===== config.mk =====
export PLATFORM = sky130hd
export DESIGN_NAME = ecc_memory_scrubber_flat
export DESIGN_NICKNAME = d
export VERILOG_FILES = /design/src/rtl/ecc_memory_scrubber_if.sv /design/src/rtl/ecc_memory_scrubber.sv /design/src/flat_wrapper.sv
export SDC_FILE = /design/constraint.sdc
export NUM_CORES = 1
export LEC_CHECK = 0
export CAP_MARGIN = 10
export CORE_UTILIZATION = 42
export DETAILED_ROUTE_END_ITERATION = 12
export PLACE_DENSITY = 0.79
export SLEW_MARGIN = 15
export SYNTH_ARGS = -nofsm -noshare
export SYNTH_HDL_FRONTEND = slang
export SYNTH_SLANG_ARGS = --single-unit

===== constraint.sdc =====
create_clock -name clk -period 2.1 [get_ports clk]
set_input_delay 0.63 -clock clk [delete_from_list [all_inputs] [get_ports clk]]
set_output_delay 0.63 -clock clk [all_outputs]
set_load 0.005 [all_outputs]

===== src/rtl/ecc_memory_scrubber_if.sv =====
// Host/memory bus bundle for ecc_memory_scrubber.
// slave  : scrubber view (accepts host requests, drives the memory port).
// master : environment view (host plus ecc_hamming_secded_faulty_memory).
interface ecc_memory_scrubber_if #(
  parameter int DATA_W = 8,
  parameter int ADDR_W = 4
);
  logic              host_req;
  logic              host_we;
  logic [ADDR_W-1:0] host_addr;
  logic [DATA_W-1:0] host_wdata;
  logic              host_gnt;
  logic [DATA_W-1:0] host_rdata;
  logic              host_rvalid;
  logic              host_corrected;
  logic [ADDR_W-1:0] mem_addr;
  logic [DATA_W-1:0] mem_wdata;
  logic              mem_wr_en;
  logic [DATA_W-1:0] mem_rdata;
  logic              mem_corrected;

  modport slave (
    input  host_req, host_we, host_addr, host_wdata, mem_rdata, mem_corrected,
    output host_gnt, host_rdata, host_rvalid, host_corrected, mem_addr, mem_wdata, mem_wr_en
  );

  modport master (
    output host_req, host_we, host_addr, host_wdata, mem_rdata, mem_corrected,
    input  host_gnt, host_rdata, host_rvalid, host_corrected, mem_addr, mem_wdata, mem_wr_en
  );
endinterface


===== src/rtl/ecc_memory_scrubber.sv =====
// ecc_memory_scrubber: host/scrub arbiter in front of an ECC SECDED memory.
// A background engine reads every address in turn and writes back any word the
// memory reports as corrected. Host requests always win while the engine is idle;
// a scrub read and its write-back are never split by a host access.
// Optional feature macro: SCRUB_ERR_LOG_EN (records address of latest scrub correction).
module ecc_memory_scrubber #(
  parameter int DATA_W         = 8,
  parameter int ADDR_W         = 4,
  parameter int DEPTH          = 16,
  parameter int SCRUB_INTERVAL = 64
) (
  input  logic                  clk,
  input  logic                  rst,
  ecc_memory_scrubber_if.slave  bus,
  input  logic                  scrub_enable,
  output logic                  scrub_busy,
  output logic                  pass_done,
  output logic [15:0]           corr_count,
  input  logic                  corr_clear,
  output logic [ADDR_W-1:0]     last_err_addr
);

  localparam int                CNT_W     = $clog2(SCRUB_INTERVAL);
  localparam logic [CNT_W-1:0]  CNT_LAST  = CNT_W'(SCRUB_INTERVAL - 1);
  localparam logic [ADDR_W-1:0] ADDR_LAST = ADDR_W'(DEPTH - 1);

  typedef enum logic [1:0] {
    IDLE     = 2'd0,
    SCRUB_RD = 2'd1,
    SCRUB_WB = 2'd2
  } state_t;

  state_t            state_q, state_d;
  logic [CNT_W-1:0]  cnt_q, cnt_d;
  logic              pend_q, pend_d;
  logic [ADDR_W-1:0] scrub_addr_q, scrub_addr_d;
  logic [DATA_W-1:0] wb_data_q, wb_data_d;
  logic [15:0]       corr_count_q, corr_count_d;
  logic [DATA_W-1:0] host_rdata_q;
  logic              host_corrected_q;
  logic              host_rvalid_q;

  logic              gnt;
  logic              due;
  logic              adv;
  logic              corr_inc;
  logic [ADDR_W-1:0] mem_addr_c;
  logic [DATA_W-1:0] mem_wdata_c;
  logic              mem_wr_en_c;

  // FSM next state, interval counter, scrub address and memory port mux.
  // mem_wr_en and host_gnt are masked by rst so a write-back in flight when
  // reset arrives never reaches the memory.
  always_comb begin
    state_d      = state_q;
    cnt_d        = cnt_q;
    pend_d       = pend_q;
    scrub_addr_d = scrub_addr_q;
    wb_data_d    = wb_data_q;
    gnt          = 1'b0;
    adv          = 1'b0;
    corr_inc     = 1'b0;
    mem_addr_c   = scrub_addr_q;
    mem_wdata_c  = '0;
    mem_wr_en_c  = 1'b0;
    due          = pend_q | (cnt_q == CNT_LAST);

    unique case (state_q)
      IDLE: begin
        gnt = bus.host_req & ~rst;
        if (gnt) begin
          mem_addr_c  = bus.host_addr;
          mem_wdata_c = bus.host_wdata;
          mem_wr_en_c = bus.host_we;
        end
        if (scrub_enable) begin
          if (due && !bus.host_req) begin
            state_d = SCRUB_RD;
            cnt_d   = '0;
            pend_d  = 1'b0;
          end else if (due) begin
            pend_d = 1'b1;
          end else begin
            cnt_d = cnt_q + 1'b1;
          end
        end
      end
      SCRUB_RD: begin
        if (bus.mem_corrected) begin
          state_d   = SCRUB_WB;
          wb_data_d = bus.mem_rdata;
        end else begin
          adv     = 1'b1;
          state_d = IDLE;
        end
      end
      SCRUB_WB: begin
        mem_wdata_c = wb_data_q;
        mem_wr_en_c = ~rst;
        corr_inc    = 1'b1;
        adv         = 1'b1;
        state_d     = IDLE;
      end
      default: state_d = IDLE;
    endcase

    if (!scrub_enable) begin
      cnt_d  = '0;
      pend_d = 1'b0;
    end

    if (adv) begin
      scrub_addr_d = (scrub_addr_q == ADDR_LAST) ? '0 : scrub_addr_q + 1'b1;
    end
  end

  // Saturating correction counter; a clear coinciding with a correction leaves 1.
  always_comb begin
    corr_count_d = corr_count_q;
    if (corr_clear) begin
      corr_count_d = corr_inc ? 16'd1 : '0;
    end else if (corr_inc && (corr_count_q != '1)) begin
      corr_count_d = corr_count_q + 16'd1;
    end
  end

  // Scrub engine state registers.
  always_ff @(posedge clk) begin
    if (rst) begin
      state_q      <= IDLE;
      cnt_q        <= '0;
      pend_q       <= 1'b0;
      scrub_addr_q <= '0;
      wb_data_q    <= '0;
      corr_count_q <= '0;
    end else begin
      state_q      <= state_d;
      cnt_q        <= cnt_d;
      pend_q       <= pend_d;
      scrub_addr_q <= scrub_addr_d;
      wb_data_q    <= wb_data_d;
      corr_count_q <= corr_count_d;
    end
  end

  // Host read response capture, presented the cycle after the grant.
  always_ff @(posedge clk) begin
    if (rst) begin
      host_rdata_q     <= '0;
      host_corrected_q <= 1'b0;
      host_rvalid_q    <= 1'b0;
    end else begin
      host_rvalid_q <= gnt & ~bus.host_we;
      if (gnt && !bus.host_we) begin
        host_rdata_q     <= bus.mem_rdata;
        host_corrected_q <= bus.mem_corrected;
      end
    end
  end

`ifdef SCRUB_ERR_LOG_EN
  logic [ADDR_W-1:0] last_err_q;
  logic              wb_enter;

  assign wb_enter = (state_q == SCRUB_RD) & bus.mem_corrected;

  // Address of the most recent scrub write-back; corr_clear leaves it alone.
  always_ff @(posedge clk) begin
    if (rst) begin
      last_err_q <= '0;
    end else if (wb_enter) begin
      last_err_q <= scrub_addr_q;
    end
  end

  assign last_err_addr = last_err_q;
`else
  assign last_err_addr = '0;
`endif

  assign bus.host_gnt       = gnt;
  assign bus.host_rdata     = host_rdata_q;
  assign bus.host_rvalid    = host_rvalid_q;
  assign bus.host_corrected = host_corrected_q;
  assign bus.mem_addr       = mem_addr_c;
  assign bus.mem_wdata      = mem_wdata_c;
  assign bus.mem_wr_en      = mem_wr_en_c;

  assign scrub_busy = (state_q != IDLE);
  assign pass_done  = adv & (scrub_addr_q == ADDR_LAST) & ~rst;
  assign corr_count = corr_count_q;

endmodule


===== src/flat_wrapper.sv =====
// flat-port wrapper written by rule: the top's interface ports become plain ports
module ecc_memory_scrubber_flat 
#(
  parameter int DATA_W         = 8,
  parameter int ADDR_W         = 4,
  parameter int DEPTH          = 16,
  parameter int SCRUB_INTERVAL = 64
)
  (clk, rst, scrub_enable, scrub_busy, pass_done, corr_count, corr_clear, last_err_addr, bus_host_req, bus_host_we, bus_host_addr, bus_host_wdata, bus_mem_rdata, bus_mem_corrected, bus_host_gnt, bus_host_rdata, bus_host_rvalid, bus_host_corrected, bus_mem_addr, bus_mem_wdata, bus_mem_wr_en);
  ecc_memory_scrubber_if #(.DATA_W(DATA_W), .ADDR_W(ADDR_W)) bus_i ();
  input  logic clk;
  input  logic rst;
  input  logic scrub_enable;
  output logic scrub_busy;
  output logic pass_done;
  output logic [15:0] corr_count;
  input  logic corr_clear;
  output logic [ADDR_W-1:0] last_err_addr;
  input wire logic [$bits(bus_i.host_req)-1:0] bus_host_req;
  input wire logic [$bits(bus_i.host_we)-1:0] bus_host_we;
  input wire logic [$bits(bus_i.host_addr)-1:0] bus_host_addr;
  input wire logic [$bits(bus_i.host_wdata)-1:0] bus_host_wdata;
  input wire logic [$bits(bus_i.mem_rdata)-1:0] bus_mem_rdata;
  input wire logic [$bits(bus_i.mem_corrected)-1:0] bus_mem_corrected;
  output wire logic [$bits(bus_i.host_gnt)-1:0] bus_host_gnt;
  output wire logic [$bits(bus_i.host_rdata)-1:0] bus_host_rdata;
  output wire logic [$bits(bus_i.host_rvalid)-1:0] bus_host_rvalid;
  output wire logic [$bits(bus_i.host_corrected)-1:0] bus_host_corrected;
  output wire logic [$bits(bus_i.mem_addr)-1:0] bus_mem_addr;
  output wire logic [$bits(bus_i.mem_wdata)-1:0] bus_mem_wdata;
  output wire logic [$bits(bus_i.mem_wr_en)-1:0] bus_mem_wr_en;
  assign bus_i.host_req = bus_host_req;
  assign bus_i.host_we = bus_host_we;
  assign bus_i.host_addr = bus_host_addr;
  assign bus_i.host_wdata = bus_host_wdata;
  assign bus_i.mem_rdata = bus_mem_rdata;
  assign bus_i.mem_corrected = bus_mem_corrected;
  assign bus_host_gnt = bus_i.host_gnt;
  assign bus_host_rdata = bus_i.host_rdata;
  assign bus_host_rvalid = bus_i.host_rvalid;
  assign bus_host_corrected = bus_i.host_corrected;
  assign bus_mem_addr = bus_i.mem_addr;
  assign bus_mem_wdata = bus_i.mem_wdata;
  assign bus_mem_wr_en = bus_i.mem_wr_en;
  ecc_memory_scrubber #(.DATA_W(DATA_W), .ADDR_W(ADDR_W), .DEPTH(DEPTH), .SCRUB_INTERVAL(SCRUB_INTERVAL)) u_core (.clk(clk), .rst(rst), .bus(bus_i), .scrub_enable(scrub_enable), .scrub_busy(scrub_busy), .pass_done(pass_done), .corr_count(corr_count), .corr_clear(corr_clear), .last_err_addr(last_err_addr));
endmodule

---- Word level (Yosys, flattened, before mapping) ----
Index checks and enable logic that the tools add are counted.
word-level totals
  register bits ........................... 47
  input port bits ......................... 27
  word-level logic and storage cells ...... 64
operators by class
  add/subtract/negate cells ............... 3
  eq/ne operators ......................... 8
  multiplexer cells ....................... 22
  bitwise gates (word level) .............. 8
  reductions and logical operators ........ 14
operator list
  kind                                                  number
  2-to-1 mux 16 bit                                     2
  adder 16 x 1 -> 16 bit (second input constant)        1
  inequality test 16 bit (second input constant)        1
  case mux 8 bit (2 select lines)                       1
  2-to-1 mux 4 bit                                      3
  2-to-1 mux 6 bit                                      2
  2-to-1 mux 8 bit                                      1
  AND reduction 2 bit                                   4
  2-to-1 mux 1 bit                                      7
  adder 6 x 1 -> 6 bit (second input constant)          1
  equality test 6 bit (second input constant)           1
  2-to-1 mux 2 bit                                      3
  nonzero test 2 bit                                    3
  adder 4 x 1 -> 4 bit (second input constant)          1
  AND 1 bit                                             4
  equality test 4 bit (second input constant)           1
  inequality test 2 bit (second input constant)         2
  case mux 1 bit (2 select lines)                       2
  case mux 2 bit (2 select lines)                       1
  logical AND 1 bit                                     3
  NOT 1 bit                                             3
  equality test 2 x 1 -> 1 bit (second input constant)  1
  equality test 2 bit (second input constant)           1
  logical NOT 1 bit                                     2
  other kinds (4)                                       4

---- Depth between registers and ports, before layout ----
  depth in word-level cells ............... 6
  depth in mapped cells ................... 9

---- Least setup slack after synthesis ----
No wires, ideal clock.
  kind .................................... input to output
  start point ............................. in rst
  end point ............................... out bus_mem_wdata[6]
  arrival time ............................ 1515 ps
  slack ................................... -45 ps
  stages .................................. 4
  buffers on the path ..................... 2
  path through ............................ and3b_1 clkbuf_1 clkbuf_1 a22o_1
between the ends
  word-level cells in the longest chain between the ends .. 4
RTL lines
  what                             line                       text
  start, declared                  flat_wrapper.sv:12         input logic rst;
  NOT 1 bit                        ecc_memory_scrubber.sv:70  gnt = bus.host_req & ~rst;
  AND 1 bit                        ecc_memory_scrubber.sv:70
  2-to-1 mux 8 bit                 ecc_memory_scrubber.sv:71  if (gnt) begin
  case mux 8 bit (2 select lines)  ecc_memory_scrubber.sv:68  unique case (state_q)
  end, declared                    flat_wrapper.sv:30         output wire logic [$bits(bus_i.mem_wdata)-1:0] bus_mem_wdata;
No other way between the ends.

---- Worst setup path after layout ----
  start point ............................. reg u_core.state_q[1]
  end point ............................... out bus_mem_wdata[0]
between the ends
  word-level cells in the longest chain between the ends .. 2
  elaborated cells on any way between the ends .. 3
RTL lines
  what                                                      line                        text
  start, declared                                           ecc_memory_scrubber.sv:33   state_t state_q, state_d;
  start signal, assigned                                    ecc_memory_scrubber.sv:137  state_q <= state_d;
  equality test 2 bit or logical NOT 2 bit (tied branches)  ecc_memory_scrubber.sv:68
  case mux 8 bit (2 select lines) *                         ecc_memory_scrubber.sv:68
Mark *: on every way between the ends. The rest lies on a longest branch, timed or not.

==> run summary <==
The core region is 5507 um2. From left edge to right edge, the die measures 77.45 um. The count of different cell masters after synthesis was 53.

The share of flip-flops with an asynchronous set or reset after synthesis is 0%, and the power density of the placed cells is 483.5 nW/um2. After detailed routing, the average wire length per cell comes to 13.76 um. Relative to the synthesized area, the layout overhead comes to 49.56%. The final layout contains 427 nets.

Yosys attributes the largest share of cell area to dfxtp_1 39%, nand2_1 7.8%, a21oi_1 6.9%. The area enclosed by the die boundary is 5999 um2, and the part of the total power dissipated in sequential elements is 52.3%. The signal on the critical path passes through inv_2 -> ha_4 -> and3b_2 -> buf_6 -> buf_6 -> a22o_1 -> buf_2. For the count of fill cells added during filler insertion, the log shows 444. The worst setup path is captured at an output port. The switching power share of the total was 21.55%. The slowest stage of the critical path is the dfxtp_2 cell.

Post-layout instance count excluding filler cells: 466. Cell class contributing the biggest share of worst-path delay: buffers and inverters. In this run the biggest area consumer among cell types represents 39.35% of the synthesized area. The logs give 0 for the number of antenna violations at the first check in global routing and 10610 um for the global-route wire length before repair. The max-slew violation count came out at 0. The tightest min-delay check is of the reg2reg type. The logs give 0 for the antenna cell count and 2 for the maximum clock insertion buffer count. Detailed placement ended at an HPWL of 4270 um.

The floorplan has 27 rows. The setup slack after layout came out at -0.2410 ns. The count of input and output buffers was 68; the path depth of the worst reg2reg path was 12. The die is 77.45 um tall. In this run the cell area of the synthesized design comes to 2391 um2. The tools report the starting density of the core as 43.42%. The layer flagged by global routing as most heavily used is met2.

At the pin with the least slew margin, the transition time is 0.5414 ns. In this run, post-CTS hold repair placed 0 buffers. For this block, the routed nets add up to 6414 um of wire. TritonCTS built the clock tree. The run gives 1.729 mW as the overall power. The worst setup path is launched from a flip-flop.

The run gives 0.30 ns as the clock latency of the later-clocked register in the worst-skew pair. The logs give 131 for the iteration-0 DRC count of the detailed router and 0.3725 mW for the net load switching power. For the total clock sinks, the log shows 47. The number of global-route vias before repair is 2295. In the routed design, unresolved DRC markers number 0. For met3 alone, demand over resource in global routing was 6.118%. The critical path's most frequent cell is buf_6. The final reports fail on setup timing.

The commonest cells after synthesis are 50 x nand2_1, 47 x dfxtp_1, 33 x a21oi_1. The synthesized area divided by synthesized cell count was 8.274 um2; the depth of the CTS H-tree was 2. The synthesized design contains 47 register bits. For met1 alone, demand over resource in global routing was 27.62%. The worst register-to-register path ends at u_core.scrub_addr_q[3]. Startpoint of the worst-slack reg-to-reg timing path: u_core.state_q[1].

The synthesized instance count was 289. The final hold violation count was 0; the clock period minus worst slack was 2.341 ns. The tools report the overflow left after global routing as 0.

VDD sags by at most 0.0003910 V. The logs give 5 for the number of buffers added by the clock tree synthesis step and 1.347 nW for the leakage power summed over all cells. Internal power comes to 1.357 mW. The total of warnings raised by yosys came out at 0. For the worst reg-to-reg setup slack, the log shows 0.03 ns. The worst hold path passes through 2 cells. The number of violations of the max-capacitance limit is 0, and the detail-routed via count per cell is 5.416. The leading area contributor after synthesis was dfxtp_1. The logs give 21.90% for the aggregate global-route resource usage and 0.7886 for the final weighted congestion of routability-driven global placement. In this run the worst path has a maximum fanout of 6. At the end of the flow the core is filled with cells to 64.94%. Entering global routing, the biggest net connects 34 pins.

The highest attainable clock frequency was 427.2 MHz. The clock-pin slew on the worst setup and hold paths is 0.08 ns. The first TritonRoute pass finished after 6 iterations. The number of buffers and inverters on the critical path is 4.

In this run the most critical hold path is launched from u_core.bus.host_rdata[7]. The logs give 943.4 um2 for the area used by sequential logic in the layout and 440 for the number of placed cells counting well taps. Dividing the final minimum period by the clock period gives 111.5%. The multi-input combinational cells in the finished layout cover a total of 1381 um2. Data on the critical path is required at its endpoint by 1.47 ns. Setup violations remaining at the end of the flow were counted as 14. The prevailing post-synth register cell was dfxtp_1. Counting flops with a built-in enable in the synthesized netlist gives 0. The worst pin sits at a relative slew slack of 63.57%. The routed layout has 2524 vias. The critical path in this run is classified as reg2out. The post-synthesis sequential area ratio came out at 39.35%.

The largest single stage delay on the critical path is 0.35 ns. Setup repair after global routing could not meet its margin everywhere. CTS placed an instance of clkbuf_8 at the clock tree root. The I/O pin total is 73. For this run, global-route usage on met2 was measured as 36.11%. The endpoint with the worst hold slack was u_core.bus.host_rdata[7]. Data on the critical path arrives at its endpoint at 1.71 ns. Cell with the most instances after synthesis: nand2_1. Once detail routing completed, the nets flagged for antenna violations numbered 0. Across the routed clock network, the largest skew measured is 0.007297 ns. Combinational logic is responsible for 10.3% of the overall power.

The share of cells above drive strength 1 came out at 23.35%. The run finished, with violations left. The clock network burns 37.4% of the power.
## per-stage QoR
step | worst slack, ns | instance area, um2 | TNS, ns | hold slack [ns]
final | -0.2410 | 3576 | -2.714 | 0.4568
after global placement | -0.8287 | 3251 | -12.74 | 0.4409
after detailed placement | -0.8587 | 3251 | -13.62 | 0.4484
after CTS | -0.2338 | 3480 | -2.687 | 0.4594
after floorplan | 0.06326 | 2404 | 0 | 0.4366
after global routing | -0.2968 | 3576 | -3.557 | 0.4721
## logic make-up (layout without fill, tap and decap cells)
logic type	after synthesis	count (layout)	synth area share, %
flops	47	47	39.35
xor+xnor	2	2	0.7327
buf+inv	29	131	6.489
other cells	1	4	0.1568
mux	9	9	3.977
simple gates	120	120	26.22
compound gates	75	75	19.94
fa+ha+maj	6	6	3.140
## metal layers
layer | part of all wire (%) | wire length, um | vias up
met3 | 5.7 | 364 | 6
met2 | 48 | 3097 | 84
met5 | 0 | 0 | -
li1 | - | - | 1252
met1 | 45 | 2896 | 1182
met4 | 0.87 | 56 | 0
## final cells by class
cell class,count,area share [%]
well taps,72,2.519
clock inverters,1,0.8397
inverters,12,1.260
flip-flops and latches,47,26.38
multi-input cells,216,38.63
clock buffers,6,2.029
repair buffers,112,28.34
## power by group through the flow
stage | clock network (mW) | registers, mW | logic (mW)
2_1_floorplan | 0 | 0.925 | 0.0573
3_3_place_gp | 0 | 0.924 | 0.157
3_5_place_dp | 0 | 0.924 | 0.158
4_1_cts | 0.667 | 0.904 | 0.174
5_1_grt | 0.708 | 0.905 | 0.192
6_report | 0.647 | 0.904 | 0.178
## layout by cell type (no fill, tap or decap), types with 6 or more instances in the layout
master,n
a21oi_1,32
a22o_1,8
buf_2,10
buf_4,31
buf_6,17
clkdlybuf4s50_1,49
dfxtp_1,45
inv_1,9
nand2_1,49
nand3_1,10
nor2_1,13
o21ai_0,9
or3_1,6
or4_1,6
## worst register-to-register path: stages (launching register included)
cell      delay [ns]
dfxtp_2         0.34
inv_2           0.07
buf_4           0.11
buf_6           0.09
ha_4            0.12
nor2b_4         0.13
o211ai_1        0.13
buf_4           0.18
buf_4           0.12
buf_4           0.12
buf_4           0.12
or3_1           0.35
a21oi_1         0.12
## state kept, by name, indices dropped and copies added (netlist names)
signal,cells
u_core.corr_count,16
u_core.scrub_addr_q,4
u_core.cnt_q,6
u_core.state_q,2
u_core.bus.host_rdata,8
u_core.bus.host_corrected,1
u_core.bus.host_rvalid,1
u_core.wb_data_q,8
u_core.pend_q,1
## what timing repair did
item / 4_1_cts / 5_1_grt
resized for setup: 95 / 15
setup endpoints to repair: 19 / 20
pin swaps: 11 / 7
buffers inserted: 11 / 8
gates cloned: 1 / 0
endpoints found under the hold margin: 0 / 0
## worst max-delay path by stage
stage / start / end / slack (ns) / cells after the start
floorplan: rst / bus_mem_wdata[0] / 0.06 / 4
global placement: bus_host_req / bus_mem_wr_en / -0.83 / 6
detailed placement: bus_host_req / bus_mem_wr_en / -0.86 / 6
CTS: u_core.state_q[1] / bus_mem_addr[0] / -0.23 / 6
global route: u_core.state_q[0] / bus_mem_addr[1] / -0.30 / 6
finish: u_core.state_q[1] / bus_mem_wdata[0] / -0.24 / 7
No activity file was read; power rests on OpenSTA's default activity.
